File: config.mk
export PLATFORM = sky130hd
export DESIGN_NAME = dmem_arbiter
export DESIGN_NICKNAME = d
export VERILOG_FILES = /design/src/rtl/dmem_arbiter.sv
export SDC_FILE = /design/constraint.sdc
export NUM_CORES = 1
export LEC_CHECK = 0
export CAP_MARGIN = 15
export CORE_AREA = 2 2 120 122
export CTS_BUF_LIST = sky130_fd_sc_hd__clkbuf_2 sky130_fd_sc_hd__clkbuf_4 sky130_fd_sc_hd__clkbuf_8
export CTS_CLUSTER_DIAMETER = 50
export CTS_CLUSTER_SIZE = 16
export DETAILED_ROUTE_END_ITERATION = 16
export DIE_AREA = 0 0 122 124
export HOLD_SLACK_MARGIN = 0.03
export PLACE_DENSITY = 0.84
export SYNTH_ARGS = -nofsm -noshare
export SYNTH_HDL_FRONTEND = slang
export SYNTH_SLANG_ARGS = --single-unit
File: constraint.sdc
create_clock -name clk -period 1.4 [get_ports clk]
set_clock_uncertainty 0.2 [all_clocks]
set_input_delay 0.14 -clock clk [delete_from_list [all_inputs] [get_ports clk]]
set_output_delay 0.14 -clock clk [all_outputs]
set_load 0.02 [all_outputs]
File: src/rtl/dmem_arbiter.sv
// dmem_arbiter: shares one single-port data memory between the core LSU
// port (core_*) and a debug/loader port (ext_*).
//
// Ports
//   clk, reset (async, active low)
//   core_req/we/addr/wdata/mask  -> core_gnt, core_stall, core_rvalid, core_rdata
//   ext_req/we/addr/wdata/mask   -> ext_gnt, ext_rvalid, ext_rdata
//   mem_cs/rd_en/wr_en/addr/wdata/mask -> memory; mem_rdata valid one cycle after mem_rd_en
//
// Writes complete in the grant cycle. Reads take the grant cycle plus one
// response cycle (CORE_RD/EXT_RD), during which no new grant is issued.
// Core has priority by default.
//
// Optional feature macro: DMEM_ARB_FAIRNESS_EN. When defined, a saturating
// starvation counter forces an ext win after STARVE_LIMIT lost arbitrations.
module dmem_arbiter #(
  parameter int unsigned STARVE_LIMIT = 4
) (
  input  logic        clk,
  input  logic        reset,
  input  logic        core_req,
  input  logic        core_we,
  input  logic [31:0] core_addr,
  input  logic [31:0] core_wdata,
  input  logic [3:0]  core_mask,
  output logic        core_gnt,
  output logic        core_stall,
  output logic        core_rvalid,
  output logic [31:0] core_rdata,
  input  logic        ext_req,
  input  logic        ext_we,
  input  logic [31:0] ext_addr,
  input  logic [31:0] ext_wdata,
  input  logic [3:0]  ext_mask,
  output logic        ext_gnt,
  output logic        ext_rvalid,
  output logic [31:0] ext_rdata,
  output logic        mem_cs,
  output logic        mem_rd_en,
  output logic        mem_wr_en,
  output logic [31:0] mem_addr,
  output logic [31:0] mem_wdata,
  output logic [3:0]  mem_mask,
  input  logic [31:0] mem_rdata
);

  if (STARVE_LIMIT < 1 || STARVE_LIMIT > 15) begin : g_bad_limit
    $error("dmem_arbiter: STARVE_LIMIT must be 1..15");
  end

  typedef enum logic [1:0] {
    IDLE    = 2'd0,
    CORE_RD = 2'd1,
    EXT_RD  = 2'd2
  } state_e;

  state_e      state_q, state_d;
  logic [31:0] core_rdata_q, core_rdata_d;
  logic [31:0] ext_rdata_q, ext_rdata_d;
  logic        core_win, ext_win, force_ext;

  // Grants are combinational from IDLE; gating with reset keeps every grant
  // low while reset is held.
  assign core_win = reset && (state_q == IDLE) && core_req && !(ext_req && force_ext);
  assign ext_win  = reset && (state_q == IDLE) && ext_req && !core_win;

`ifdef DMEM_ARB_FAIRNESS_EN
  logic [3:0] starve_q, starve_d;

  assign force_ext = (starve_q >= 4'(STARVE_LIMIT));

  always_comb begin
    starve_d = starve_q;
    if (state_q == IDLE) begin
      if (ext_win)
        starve_d = '0;
      else if (ext_req && (starve_q != 4'hF))
        starve_d = starve_q + 4'd1;
    end
  end

  always_ff @(posedge clk or negedge reset) begin
    if (!reset) starve_q <= '0;
    else        starve_q <= starve_d;
  end
`else
  assign force_ext = 1'b0;
`endif

  always_comb begin
    state_d      = state_q;
    core_rdata_d = core_rdata_q;
    ext_rdata_d  = ext_rdata_q;
    core_gnt     = 1'b0;
    ext_gnt      = 1'b0;
    mem_cs       = 1'b0;
    mem_rd_en    = 1'b0;
    mem_wr_en    = 1'b0;
    mem_addr     = '0;
    mem_wdata    = '0;
    mem_mask     = '0;
    unique case (state_q)
      IDLE: begin
        if (core_win) begin
          core_gnt  = 1'b1;
          mem_cs    = 1'b1;
          mem_wr_en = core_we;
          mem_rd_en = !core_we;
          mem_addr  = core_addr;
          mem_wdata = core_wdata;
          mem_mask  = core_mask;
          if (!core_we) state_d = CORE_RD;
        end else if (ext_win) begin
          ext_gnt   = 1'b1;
          mem_cs    = 1'b1;
          mem_wr_en = ext_we;
          mem_rd_en = !ext_we;
          mem_addr  = ext_addr;
          mem_wdata = ext_wdata;
          mem_mask  = ext_mask;
          if (!ext_we) state_d = EXT_RD;
        end
      end
      CORE_RD: begin
        core_rdata_d = mem_rdata;
        state_d      = IDLE;
      end
      EXT_RD: begin
        ext_rdata_d = mem_rdata;
        state_d     = IDLE;
      end
      default: state_d = IDLE;
    endcase
  end

  // The response cycle forwards mem_rdata directly so rvalid lands one cycle
  // after the grant; the captured copy holds the value afterwards.
  assign core_rvalid = (state_q == CORE_RD);
  assign ext_rvalid  = (state_q == EXT_RD);
  assign core_rdata  = core_rvalid ? mem_rdata : core_rdata_q;
  assign ext_rdata   = ext_rvalid  ? mem_rdata : ext_rdata_q;
  assign core_stall  = core_req && !(core_gnt && core_we) && !core_rvalid;

  always_ff @(posedge clk or negedge reset) begin
    if (!reset) begin
      state_q      <= IDLE;
      core_rdata_q <= '0;
      ext_rdata_q  <= '0;
    end else begin
      state_q      <= state_d;
      core_rdata_q <= core_rdata_d;
      ext_rdata_q  <= ext_rdata_d;
    end
  end

endmodule

==> flow_summary.yaml <==
route:
  drt_drc_violations_left: 0
  drt-vias-per-instance: 4.821
  detail-route-antenna-nets: 0
  via_count: 4541
  drt-total-wl_um: 19170
  routed_wire_length_per_instance_um: 20.35
  drt-initial-drc-count: 222
  detailedRoute.firstPassIterationCount: 4
pwr:
  power_per_cell_area_nw_per_um2: 973.1
  vdd_drop_max_uv: 482.2
  static-leakage-power_nw: 3.917
synthesis:
  async_flop_share_pct: 100.0
  synth_nets: 566
  netlist_area_sq_um: 3991
  post_synth_num_cell_types: 21
  synthCells: 392
  yosys.area.top_type_share_pct: 41.38
  post_synth_main_area_contributors: "sky130_fd_sc_hd__dfrtp_1 41%, sky130_fd_sc_hd__mux2_2 17%, sky130_fd_sc_hd__nand3b_1 13%, sky130_fd_sc_hd__a21oi_2 11%, sky130_fd_sc_hd__nand2_1 6.5%"
  synth_enable_flop_cells: 0
  ys_seq_elements: 66
  synth_warnings: 0
  dominantRegCellSynth: "sky130_fd_sc_hd__dfrtp_1"
  avgSynthCellArea_sq_um: 10.18
  synth.cells.most_frequent: "69 x sky130_fd_sc_hd__nand2_1, 69 x sky130_fd_sc_hd__nand3b_1, 66 x sky130_fd_sc_hd__dfrtp_1, 61 x sky130_fd_sc_hd__mux2_2, 50 x sky130_fd_sc_hd__a21oi_2"
  synth-seq-area-share_pct: 41.38
  synth_largest_area_cell: "sky130_fd_sc_hd__dfrtp_1"
clock_network:
  path_clk_slew_ns: 0.08
  cts_htree_levels: 3
  clock_tree.buffer_depth: 2
  numClockSinks: 66
  tritoncts.num_buffers: 9
  cts_tree: "done"
  clockRootBuffer: "sky130_fd_sc_hd__clkbuf_8"
  clock_latency_on_the_worst_skew_pair_ns: 0.34
sta:
  worstMarginPinSlew_ns: 0.8048
  finalWorstSetupSlack_ns: -0.8171
  final.min_clock_period_ns: 2.217
  setup_repair_after_global_routing_missed_its_margin: "true"
  finalHoldViolations: 66
  slew_headroom_pct: 46.34
  min_period_over_period_pct: 158.4
  timing.fmax_mhz: 451.0
  timing.hold.ws_ns: -0.09911
  final-max-slew-violation-count: 0
  report.final.setup_viol: 206
job:
  max-cap-violations: 0
critical_path:
  path_delay_family: "buffers and inverters"
  worstSetupStartpointType: "register"
  timing.critical_path.to_type: "output pin"
  worstPathArrival_ns: 1.88
  reg2reg_slack_ns: -0.42
  worstPathCellList: "buf_6 -> nor2b_4 -> buf_12 -> buf_16 -> buf_12 -> mux2_4 -> buf_6"
  worst_r2r_path_depth: 7
  rr_endpoint: "core_rdata_q[7]"
  rr_startpoint: "state_q[1]"
  timing.critical_path.fanout_max: 6
  worst_path_max_delay_cell: "sky130_fd_sc_hd__dfrtp_1"
  maximum_single_stage_delay_on_the_critical_path_ns: 0.39
  required_ns: 1.06
  cp_num_buf_inv: 5
  worstSetupPathType: "reg -> out"
grt:
  globalRouteTotalUtil_pct: 22.88
  grt_antenna_before_repair: 1
  grt_first_pass_wirelength_um: 26260
  grt_remaining_overflow: 0
  grt_start_max_net_pins: 70
  via_count_of_the_first_global_routing_pass: 4629
finish:
  ff_latch_area_sq_um: 1652
  num-fill-cells: 955
  final-instance-count-excl-fill: 942
  multiInputGateArea_sq_um: 2955
  nNetsFinal: 930
  area_delta_synth_final_pct: 133.2
  design_area_sq_um: 9308
  layout.core_utilization_pct: 67.84
  fraction_of_layout_cells_with_a_size_suffix_above_1_pct: 50.20
placed_design:
  postPlaceCellArea_sq_um: 8255
  dpl.hpwl_um: 12860
  place_congestion: 0.9635
  port_buffers: 313
  placed_cells: 874
die:
  pin_count: 314
  die_w_um: 122
  fp.coreArea_sq_um: 13720
  die-area_sq_um: 15130
  number_of_standard_cell_rows_in_the_floorplan: 43
  die_height_um: 124
  start_util_pct: 29.09
outcome:
  failed_checks: "negative hold slack, negative setup slack"
  run_status: "finished with violations"
hold_path:
  hold_class: "in -> async"
==> worst max path at each step <==
stage | start | to | slack (ns) | cells past startpoint
6_report | state_q[0] | ext_rdata[22] | -0.82 | 7
5_1_grt | state_q[0] | ext_rdata[22] | -0.87 | 7
4_1_cts | state_q[0] | ext_rdata[15] | -0.83 | 7
3_5_place_dp | state_q[0] | ext_rdata[1] | -0.82 | 5
3_3_place_gp | state_q[1] | mem_addr[31] | -0.81 | 4
2_1_floorplan | state_q[1] | mem_addr[0] | -0.21 | 4
==> routing by layer <==
metal  part of all wire [%]  routed length (um)  up-vias  global-route usage [%]
met5                      0                   0        -                       0
met4                    2.8                 530        0                   7.902
met3                    8.9                1699       33                   6.685
met2                     52                9929      236                   42.18
met1                     37                7011     2180                   25.04
li1                       -                   -     2092                       -
==> kinds of logic after synthesis <==
family,count (synthesis),synth area share [%]
mux,64,18.06
compound gates,71,13.70
buf+inv,41,5.643
flops,66,41.38
simple gates,150,21.22
==> registers in the layout, indices dropped and copies added (netlist names) <==
signal        count
core_rdata_q     32
ext_rdata_q      32
state_q           2
==> worst min-delay path: stages <==
cell and delay (ns):
sky130_fd_sc_hd__buf_2 0.09, sky130_fd_sc_hd__buf_4 0.10, sky130_fd_sc_hd__buf_4 0.63
==> repair_timing <==
action / in CTS / in global routing
endpoints found under the hold margin: 67 / 66
setup endpoints to repair: 206 / 206
gates resized for setup: 738 / 109
cloned: 6 / 2
buffers inserted: 28 / 27
pin swaps: 2 / 1
==> stage by stage <==
| stage | power, mW | setup WS, ns | setup TNS (ns) |
|---|---|---|---|
| after CTS | 8.478 | -0.8334 | -115.11 |
| after global placement | 6.551 | -0.8124 | -113.05 |
| after global routing | 9.429 | -0.8740 | -122.09 |
| final | 9.057 | -0.8171 | -112.84 |
| after floorplan | 4.666 | -0.2149 | -24.89 |
| after detailed placement | 6.644 | -0.8238 | -115.35 |
==> layout by cell type, fill, tap and decap left out, types with 2 or more instances in the layout <==
cell / n
sky130_fd_sc_hd__buf_8: 3
sky130_fd_sc_hd__nand3b_1: 69
sky130_fd_sc_hd__mux2_4: 64
sky130_fd_sc_hd__nand2_1: 69
sky130_fd_sc_hd__clkbuf_8: 10
sky130_fd_sc_hd__clkdlybuf4s50_1: 170
sky130_fd_sc_hd__a21oi_4: 64
sky130_fd_sc_hd__buf_2: 15
sky130_fd_sc_hd__buf_6: 151
sky130_fd_sc_hd__clkbuf_16: 2
sky130_fd_sc_hd__clkbuf_4: 2
sky130_fd_sc_hd__a21oi_2: 5
sky130_fd_sc_hd__buf_4: 28
sky130_fd_sc_hd__buf_12: 20
sky130_fd_sc_hd__dfrtp_1: 66
sky130_fd_sc_hd__nor2_4: 2
sky130_fd_sc_hd__nor2_1: 2
sky130_fd_sc_hd__buf_16: 2
==> cell type report <==
type                            count  share of cell area, %
Antenna cell                        1                0.02689
Clock buffer                       12                  1.640
Clock inverter                      4                 0.5511
Inverter                            2                 0.2151
Multi-Input combinational cell    285                  31.75
Sequential cell                    66                  17.74
Tap cell                          180                  2.420
Timing Repair Buffer              392                  45.65
==> power by group <==
group | leakage, nW | switching (mW) | total, mW | internal (mW)
registers | 0.787 | 0.159 | 2.51 | 2.35
logic | 3.03 | 2.18 | 4.87 | 2.69
clock network | 0.103 | 0.757 | 1.67 | 0.912
No activity file was read; power rests on OpenSTA's default activity.
